$ cat src/rtl/ft_lockstep_ctrl.sv
// ft_lockstep_ctrl: lockstep fault-tolerance controller for 2 (DMR) or 3 (TMR)
// redundant cores. It compares the cores' register-file write ports each cycle
// and keeps a golden shadow register file plus a checkpoint PC. On a divergence
// it halts the cores, rewrites every GPR and the next PC over the debug port,
// and then resumes them.
// Optional feature macro: FT_ERR_LOG_EN adds an error counter and an error-PC
// capture. Without it, err_count_o and err_pc_o are tied to 0.
`timescale 1ns/1ps
module ft_lockstep_ctrl #(
   parameter int          N_CORES      = 2,
   parameter int          DATA_W       = 32,
   parameter int          N_REGS       = 32,
   parameter logic [14:0] DBG_GPR_BASE = 15'h400,
   parameter logic [14:0] DBG_NPC_ADDR = 15'h2000
) (
   input  logic                        clk_i,
   input  logic                        rst_ni,
   input  logic [N_CORES-1:0]          we_i,
   input  logic [N_CORES*5-1:0]        waddr_i,
   input  logic [N_CORES*DATA_W-1:0]   wdata_i,
   input  logic [31:0]                 wb_pc_i,
   input  logic [N_CORES-1:0]          dbg_halted_i,
   output logic                        halt_o,
   output logic                        resume_o,
   output logic                        dbg_we_o,
   output logic [14:0]                 dbg_addr_o,
   output logic [DATA_W-1:0]           dbg_wdata_o,
   output logic                        busy_o,
   output logic                        err_o,
   output logic [N_CORES-1:0]          faulty_o,
   output logic [15:0]                 err_count_o,
   output logic [31:0]                 err_pc_o
);

   localparam int IDX_W = (N_REGS > 1) ? $clog2(N_REGS) : 1;
   localparam int TUP_W = DATA_W + 6;

   typedef enum logic [2:0] {S_IDLE, S_HALT, S_COPY, S_NPC, S_RESUME} state_t;

   state_t                          state_reg, state_next;
   logic [IDX_W-1:0]                idx_reg;
   logic [DATA_W-1:0]               shadow_reg [N_REGS];
   logic [31:0]                     ckpt_reg;
   logic                            err_reg;
   logic [N_CORES-1:0]              faulty_reg;

   logic [N_CORES-1:0][TUP_W-1:0]   tup;
   logic                            all_match, minority;
   logic [N_CORES-1:0]              bad_mask;
   logic [TUP_W-1:0]                maj_tup;
   logic                            cmp_en, mismatch, commit;
   logic                            maj_we;
   logic [4:0]                      maj_waddr;
   logic [DATA_W-1:0]               maj_wdata;
   logic                            shadow_we;

   // Per-core write tuple; address and data are masked so idle ports compare equal.
   genvar gi;
   generate
      for (gi = 0; gi < N_CORES; gi++) begin : g_tup
         assign tup[gi] = we_i[gi] ? {1'b1, waddr_i[5*gi +: 5], wdata_i[DATA_W*gi +: DATA_W]}
                                   : '0;
      end
   endgenerate

   generate
      if (N_CORES == 3) begin : g_tmr
         logic eq01, eq02, eq12;
         assign eq01 = (tup[0] == tup[1]);
         assign eq02 = (tup[0] == tup[2]);
         assign eq12 = (tup[1] == tup[2]);
         // Majority vote: find the single outvoted core, if there is one.
         always_comb begin
            all_match = eq01 & eq02;
            minority  = 1'b0;
            bad_mask  = '1;
            maj_tup   = tup[0];
            if (all_match) begin
               bad_mask = '0;
            end else if (eq12) begin
               minority = 1'b1;
               bad_mask = 3'b001;
               maj_tup  = tup[1];
            end else if (eq02) begin
               minority = 1'b1;
               bad_mask = 3'b010;
            end else if (eq01) begin
               minority = 1'b1;
               bad_mask = 3'b100;
            end
         end
      end else begin : g_dmr
         // Two cores cannot tell which one is wrong: any difference is a rollback.
         always_comb begin
            all_match = (tup[0] == tup[1]);
            minority  = 1'b0;
            bad_mask  = '1;
            maj_tup   = tup[0];
         end
      end
   endgenerate

   assign cmp_en    = (state_reg == S_IDLE);
   assign mismatch  = cmp_en & ~all_match;
   assign commit    = cmp_en & (all_match | minority);
   assign maj_we    = maj_tup[TUP_W-1];
   assign maj_waddr = maj_tup[DATA_W +: 5];
   assign maj_wdata = maj_tup[DATA_W-1:0];
   assign shadow_we = commit & maj_we & (maj_waddr != 5'd0) & (32'(maj_waddr) < N_REGS);

   // Shadow register file: golden copy of the agreed GPR state (x0 never written).
   always_ff @(posedge clk_i or negedge rst_ni) begin
      if (!rst_ni) begin
         for (int i = 0; i < N_REGS; i++) shadow_reg[i] <= '0;
      end else if (shadow_we) begin
         shadow_reg[IDX_W'(maj_waddr)] <= maj_wdata;
      end
   end

   // Checkpoint PC: advances past agreed writes, stays on the faulting
   // instruction when it has to be re-executed. Cycles with no write leave it alone.
   always_ff @(posedge clk_i or negedge rst_ni) begin
      if (!rst_ni) begin
         ckpt_reg <= '0;
      end else if (mismatch || (commit && maj_we)) begin
         ckpt_reg <= (all_match || minority) ? wb_pc_i + 32'd4 : wb_pc_i;
      end
   end

   // Error pulse and outvoted-core mask; the mask holds until the next error.
   always_ff @(posedge clk_i or negedge rst_ni) begin
      if (!rst_ni) begin
         err_reg    <= 1'b0;
         faulty_reg <= '0;
      end else begin
         err_reg <= mismatch;
         if (mismatch) faulty_reg <= bad_mask;
      end
   end

   // State register.
   always_ff @(posedge clk_i or negedge rst_ni) begin
      if (!rst_ni) state_reg <= S_IDLE;
      else         state_reg <= state_next;
   end

   // Next-state logic for the recovery sequence.
   always_comb begin
      state_next = state_reg;
      case (state_reg)
         S_IDLE:   if (mismatch) state_next = S_HALT;
         S_HALT:   if (&dbg_halted_i) state_next = S_COPY;
         S_COPY:   if (idx_reg == IDX_W'(N_REGS - 1)) state_next = S_NPC;
         S_NPC:    state_next = S_RESUME;
         S_RESUME: state_next = S_IDLE;
         default:  state_next = S_IDLE;
      endcase
   end

   // GPR copy index, counts only while in COPY.
   always_ff @(posedge clk_i or negedge rst_ni) begin
      if (!rst_ni)                  idx_reg <= '0;
      else if (state_reg == S_COPY) idx_reg <= idx_reg + 1'b1;
      else                          idx_reg <= '0;
   end

   // Debug-port outputs decoded from the state register.
   always_comb begin
      halt_o      = 1'b0;
      resume_o    = 1'b0;
      dbg_we_o    = 1'b0;
      dbg_addr_o  = '0;
      dbg_wdata_o = '0;
      busy_o      = (state_reg != S_IDLE);
      case (state_reg)
         S_HALT: halt_o = 1'b1;
         S_COPY: begin
            halt_o      = 1'b1;
            dbg_we_o    = 1'b1;
            dbg_addr_o  = DBG_GPR_BASE + 15'({idx_reg, 2'b00});
            dbg_wdata_o = (idx_reg == '0) ? '0 : shadow_reg[idx_reg];
         end
         S_NPC: begin
            halt_o      = 1'b1;
            dbg_we_o    = 1'b1;
            dbg_addr_o  = DBG_NPC_ADDR;
            dbg_wdata_o = DATA_W'(ckpt_reg);
         end
         S_RESUME: resume_o = 1'b1;
         default: ;
      endcase
   end

   assign err_o    = err_reg;
   assign faulty_o = faulty_reg;

`ifdef FT_ERR_LOG_EN
   logic [15:0] err_count_reg;
   logic [31:0] err_pc_reg;

   // Saturating error counter and PC of the most recent mismatch.
   always_ff @(posedge clk_i or negedge rst_ni) begin
      if (!rst_ni) begin
         err_count_reg <= '0;
         err_pc_reg    <= '0;
      end else if (mismatch) begin
         if (err_count_reg != 16'hFFFF) err_count_reg <= err_count_reg + 16'd1;
         err_pc_reg <= wb_pc_i;
      end
   end

   assign err_count_o = err_count_reg;
   assign err_pc_o    = err_pc_reg;
`else
   assign err_count_o = '0;
   assign err_pc_o    = '0;
`endif

endmodule

$ cat config.mk
export PLATFORM = sky130hd
export DESIGN_NAME = ft_lockstep_ctrl
export DESIGN_NICKNAME = d
export VERILOG_FILES = /design/src/rtl/ft_lockstep_ctrl.sv
export SDC_FILE = /design/constraint.sdc
export NUM_CORES = 2
export LEC_CHECK = 0
export CORE_ASPECT_RATIO = 0.9
export CORE_UTILIZATION = 60
export DETAILED_ROUTE_END_ITERATION = 10
export DONT_BUFFER_PORTS = 1
export PLACE_DENSITY_LB_ADDON = 0.3
export SYNTH_ARGS = -nofsm -noshare
export SYNTH_HDL_FRONTEND = slang
export SYNTH_SLANG_ARGS = --single-unit
$ cat constraint.sdc
create_clock -name clk_i -period 10.5 [get_ports clk_i]
set_clock_uncertainty 0.1 [all_clocks]
set_input_delay 2.625 -clock clk_i [delete_from_list [all_inputs] [get_ports clk_i]]
set_output_delay 2.625 -clock clk_i [all_outputs]
set_load 0.02 [all_outputs]
## Yosys cells after proc, flatten, opt, wreduce, memory -nomap -nowiden

Index checks and enable logic that the tools add are counted.
W data, S select, Z words.

- Flip-flop bits (word level): 1,066
- Output and inout port bits: 102
- Input port bits: 112

- Order comparisons: 3
- Multiplexer cells: 20
- Bitwise operators: 7
- Reduce and logical (&&, ||, !) cells: 11
- $add $sub $neg: 3
- Equality and inequality tests: 9

Operator list:

| cell | count |
|---|---|
| $bwmux W1024 | 1 |
| $bmux W32 S5 | 1 |
| $demux W32 S5 | 1 |
| $mux W32 | 5 |
| $mux W38 | 2 |
| $pmux W32 S2 | 1 |
| $eq A38 B38 Y1 | 1 |
| $add A32 B3 Y32 const B | 1 |
| $pmux W14 S2 | 1 |
| $add A11 B7 Y12 const A | 1 |
| $ge A6 B6 Y1 const B | 2 |
| $not A5 Y6 | 2 |
| $pmux W3 S4 | 1 |
| $mux W3 | 3 |
| $eq A3 B2 Y1 const B | 2 |
| $lt A6 B1 Y1 const B | 1 |
| $add A5 B1 Y5 const B | 1 |
| $eq A5 B5 Y1 const B | 1 |
| $logic_not A5 Y1 | 1 |
| $mux W5 | 1 |
| $reduce_bool A5 Y1 | 1 |
| $and A1 B1 Y1 | 4 |
| $ne A2 B2 Y1 const B | 2 |
| $eq A3 B1 Y1 const B | 1 |
| 12 further kinds | 15 |

## Logic depth before layout (Yosys ltp)

- Word-level depth: 7
- Mapped depth: 13
- Mapped depth without buffers: 8

## Least setup slack after synthesis

Ideal clock, no wire load.

- Path type: register to output
- From: register idx_reg[0]
- To: output port dbg_wdata_o[10]
- Stages on the path, launching flop included: 8
- Setup slack: 4.884 ns
- Path buffers: 3
- Data arrival time: 2.891 ns
- Required time: 7.775 ns
- Path through: dfrtp_1 -> clkbuf_1 -> buf_1 -> clkbuf_1 -> mux4_2 -> mux4_2 -> mux2i_1 -> o21ai_0

- Longest elaborated chain between the ends: 6
- Elaborated cells on any way between the ends: 7

Ends and longest elaborated chain:

| what | line | RTL |
|---|---|---|
| from (decl) | 41 | `logic [IDX_W-1:0] idx_reg;` |
| from (signal assigned) | 163 | `else if (state_reg == S_COPY) idx_reg <= idx_reg + 1'b1;` |
| $not A5 Y6 (not written as such) | 181 | `dbg_wdata_o = (idx_reg == '0) ? '0 : shadow_reg[idx_reg];` |
| $bmux W32 S5 | 181 |  |
| $mux W32 (not written as such) (2 in a row) | 181 |  |
| $mux W32 (*) | 181 |  |
| $pmux W32 S2 (*) | 175 | `case (state_reg)` |
| to (decl) | 27 | `output logic [DATA_W-1:0] dbg_wdata_o,` |

Mark *: on every way between the ends. The rest lies on a longest branch, timed or not. The select of a mux whose other input is x is not followed.

## Worst setup path in the final report

- From: register idx_reg[0]
- To: output port dbg_wdata_o[7]

Same word-level chain as after synthesis.

==> impl_results.md <==
- Top-count cell post-synth: dfrtp_1
- Req. time, crit path: approximately 7800 ps
- Area growth syn-to-layout: 7.78%
- Cells on worst reg2reg path: 6
- Die area: approximately 0.085 mm2
- Post-synth EDFFs: 0
- Vias per cell: about 6.6
- Hold endpoint: shadow_reg[1017]
- Async SR Flop Fraction: 100%
- Final Hold Fails: 0
- Wire length per cell: 30.3 um
- Area of the multi-input gates: approximately 0.022 mm2
- CTS root buffer: clkbuf_16
- Overflow after GRT: 0
- Unrepaired setup endpoints after global routing: false
- Max cap viols: 0
- Die height: ~280 um
- Postcts setup bufs: 0
- Final period util: a little under three quarters
- Worst rel slew slack: about 3.3%
- Drt total wl: 131000 um
- Reg2reg end: shadow_reg[632]
- Synth cell count leaders: 1066 x dfrtp_1, 925 x mux2_2, 320 x mux4_2
- CTS H-tree lvls: 3
- Final Max Slew Viols: 0
- Flop2flop setup slack: 6460 ps
- Library cells used by synthesis: 58
- Clock sink count: around 1100
- Hold path start: shadow_reg[1017]
- Largest net degree at the start of global routing: approximately 1100
- Fill cells: ~5600
- TritonRoute pass-1 iters: 6
- Worst-Margin Slew: roughly 1400 ps
- Synth top area share: 53.3%
- Top post-synthesis cells by area: dfrtp_1 53%, mux2_2 21%, mux4_2 14%
- Post-CTS sizing: 0
- Worst skew pair latency: roughly 670 ps
- PD cells: between 150 and 200 mW/mm2
- Pleak: between 0.02 and 0.03 uW
- RD Place Congestion: between 0.8 and 0.9
- Clk buf depth: 3
- Final setup vio count: 0
- FP Rows: 100
- Met1 WL: roughly 53000 um
- Status: finished clean
- Routed Antenna Nets: 0
- Starting density of the core: between 60% and 70%
- Die W: about 310 um
- Pwr Total: 8720 uW
- Register area share after synthesis: between 50% and 60%
- Hold Path Stages: 0
- First-pass GRT wire length: slightly below 200000 um
- Min Clock Period, post-route: ~7500 ps
- Syn avg cell area: roughly 15 um2
- TritonCTS clock tree: yes
- Ys Warns: 0
- Synth Register Bits: around 1100
- Worst setup SP type: flip-flop
- Synthesized area: about 0.05 mm2
- Max FFs per register: slightly above 1000
- Initial antenna violation count: 10
- DRT iter0 DRCs: between 2000 and 3000
- Max frequency: roughly 0.13 GHz
- Worst setup EP type: primary output
- Reg2reg start: state_reg[0]
- I/O pin count: between 200 and 250
- Share of cells above drive strength 1: between 40% and 50%
- Tot GR Track Use: 31.5%
- Post-CTS Hold Buffers: 0
- Type of the worst setup path: flip-flop to primary output
- Top FF cell, synth: dfrtp_1
- Peak supply drop: approximately 120 uV
- Core ar.: around 0.083 mm2
- CTS Buf Count: between 100 and 150
- Vias: between 20000 and 30000
- CTS clk-pin slew, worst paths: around 70 ps
- Post-Synthesis Cells: around 3300
- Port bufs: 0
- Cell taking the most area after synthesis: dfrtp_1
- Remaining DRCs: 0
- Vias in the first global route: slightly above 30000
- HPWL Detailed: approximately 82000 um
- Worst EP arrival: 4790 ps
- WL met2: 62200 um
- Final nets: between 3000 and 4000
- HP Class: flip-flop to flip-flop
- WL met3: between 10000 and 15000 um
- Top fanout value on the critical path: just over 40
- Top sig layer: met5
- Register Area: around 0.027 mm2
- Sum Neg Setup Slack: 0 ps
-- per-stage QoR --
step	instances	cell area [um2]	hold WS (ps)	utilization, %	setup slack (ps)
final	4332	54000	272	65.3	2980
after global routing	4326	54000	285	65.3	2690
after CTS	4321	53800	276	65.1	2930
after detailed placement	4132	50400	263	61.0	2730
after global placement	4132	50400	260	61.0	2950
after floorplan	3357	50300	325	-	4880
-- how the worst max path moves through the flow --
stage / from / endpoint / slack [ps] / cells past startpoint
after floorplan: idx_reg[0] / dbg_wdata_o[10] / 4880 / 7
after global placement: we_i[0] / shadow_reg[609] / 2950 / 9
after detailed placement: we_i[0] / shadow_reg[634] / 2730 / 9
after CTS: idx_reg[0] / dbg_wdata_o[7] / 2930 / 5
after global routing: idx_reg[0] / dbg_wdata_o[17] / 2690 / 8
final: idx_reg[0] / dbg_wdata_o[7] / 2980 / 5
-- critical path, cell delays in order, from the launching register on --
cell	delay [ps]
dfrtp_4	890
buf_4	800
mux4_2	610
mux4_2	550
mux2i_1	720
o21ai_0	480
-- cell type report --
class / count / share of cell area [%]
Antenna cell: 6 / 0.0278
Clock buffer: 159 / 5.78
Clock inverter: 30 / 0.540
Inverter: 17 / 0.118
Multi-Input combinational cell: 1876 / 40.5
Sequential cell: 1066 / 49.4
Tap cell: 1122 / 2.60
Timing Repair Buffer: 56 / 1.01
-- per-layer routing --
metal / up-vias / track usage (%)
met5: - / 0
met4: 10 / 9.85
met3: 259 / 8.75
met2: 1126 / 48.8
met1: 15600 / 43.7
li1: 11700 / -
-- cells by family after synthesis --
logic type	synth area share, %
adders and majority gates	0.0999
xor gates and xnor gates	0.682
muxes	37.4
DFF	53.3
other	0.00749
buffers and inverters	3.83
AOI/OAI and AO/OA	1.53
and+or+nand+nor	3.20
-- where the power goes --
group	total (uW)	internal, uW	switching, uW
clock network	3740	2160	1580
logic	740	234	506
registers	4240	4180	62.7
-- cells in the final DEF, fill, tap and decap left out, drive strengths merged, types with 12 or more instances in the layout --
master  Yosys  routed
dfrtp    1066    1066
mux2      995     995
mux4      320     320
clkbuf    210     159
nand2      90      90
o21ai      86      86
conb        1      56
buf       188      56
and2       42      42
nand3      42      42
xnor2      38      38
mux2i      32      32
nor2       26      26
nor3       23      23
nor4       21      21
clkinv      1      21
inv        16      19
a31oi      12      12
(Power assumes the default switching activity.)
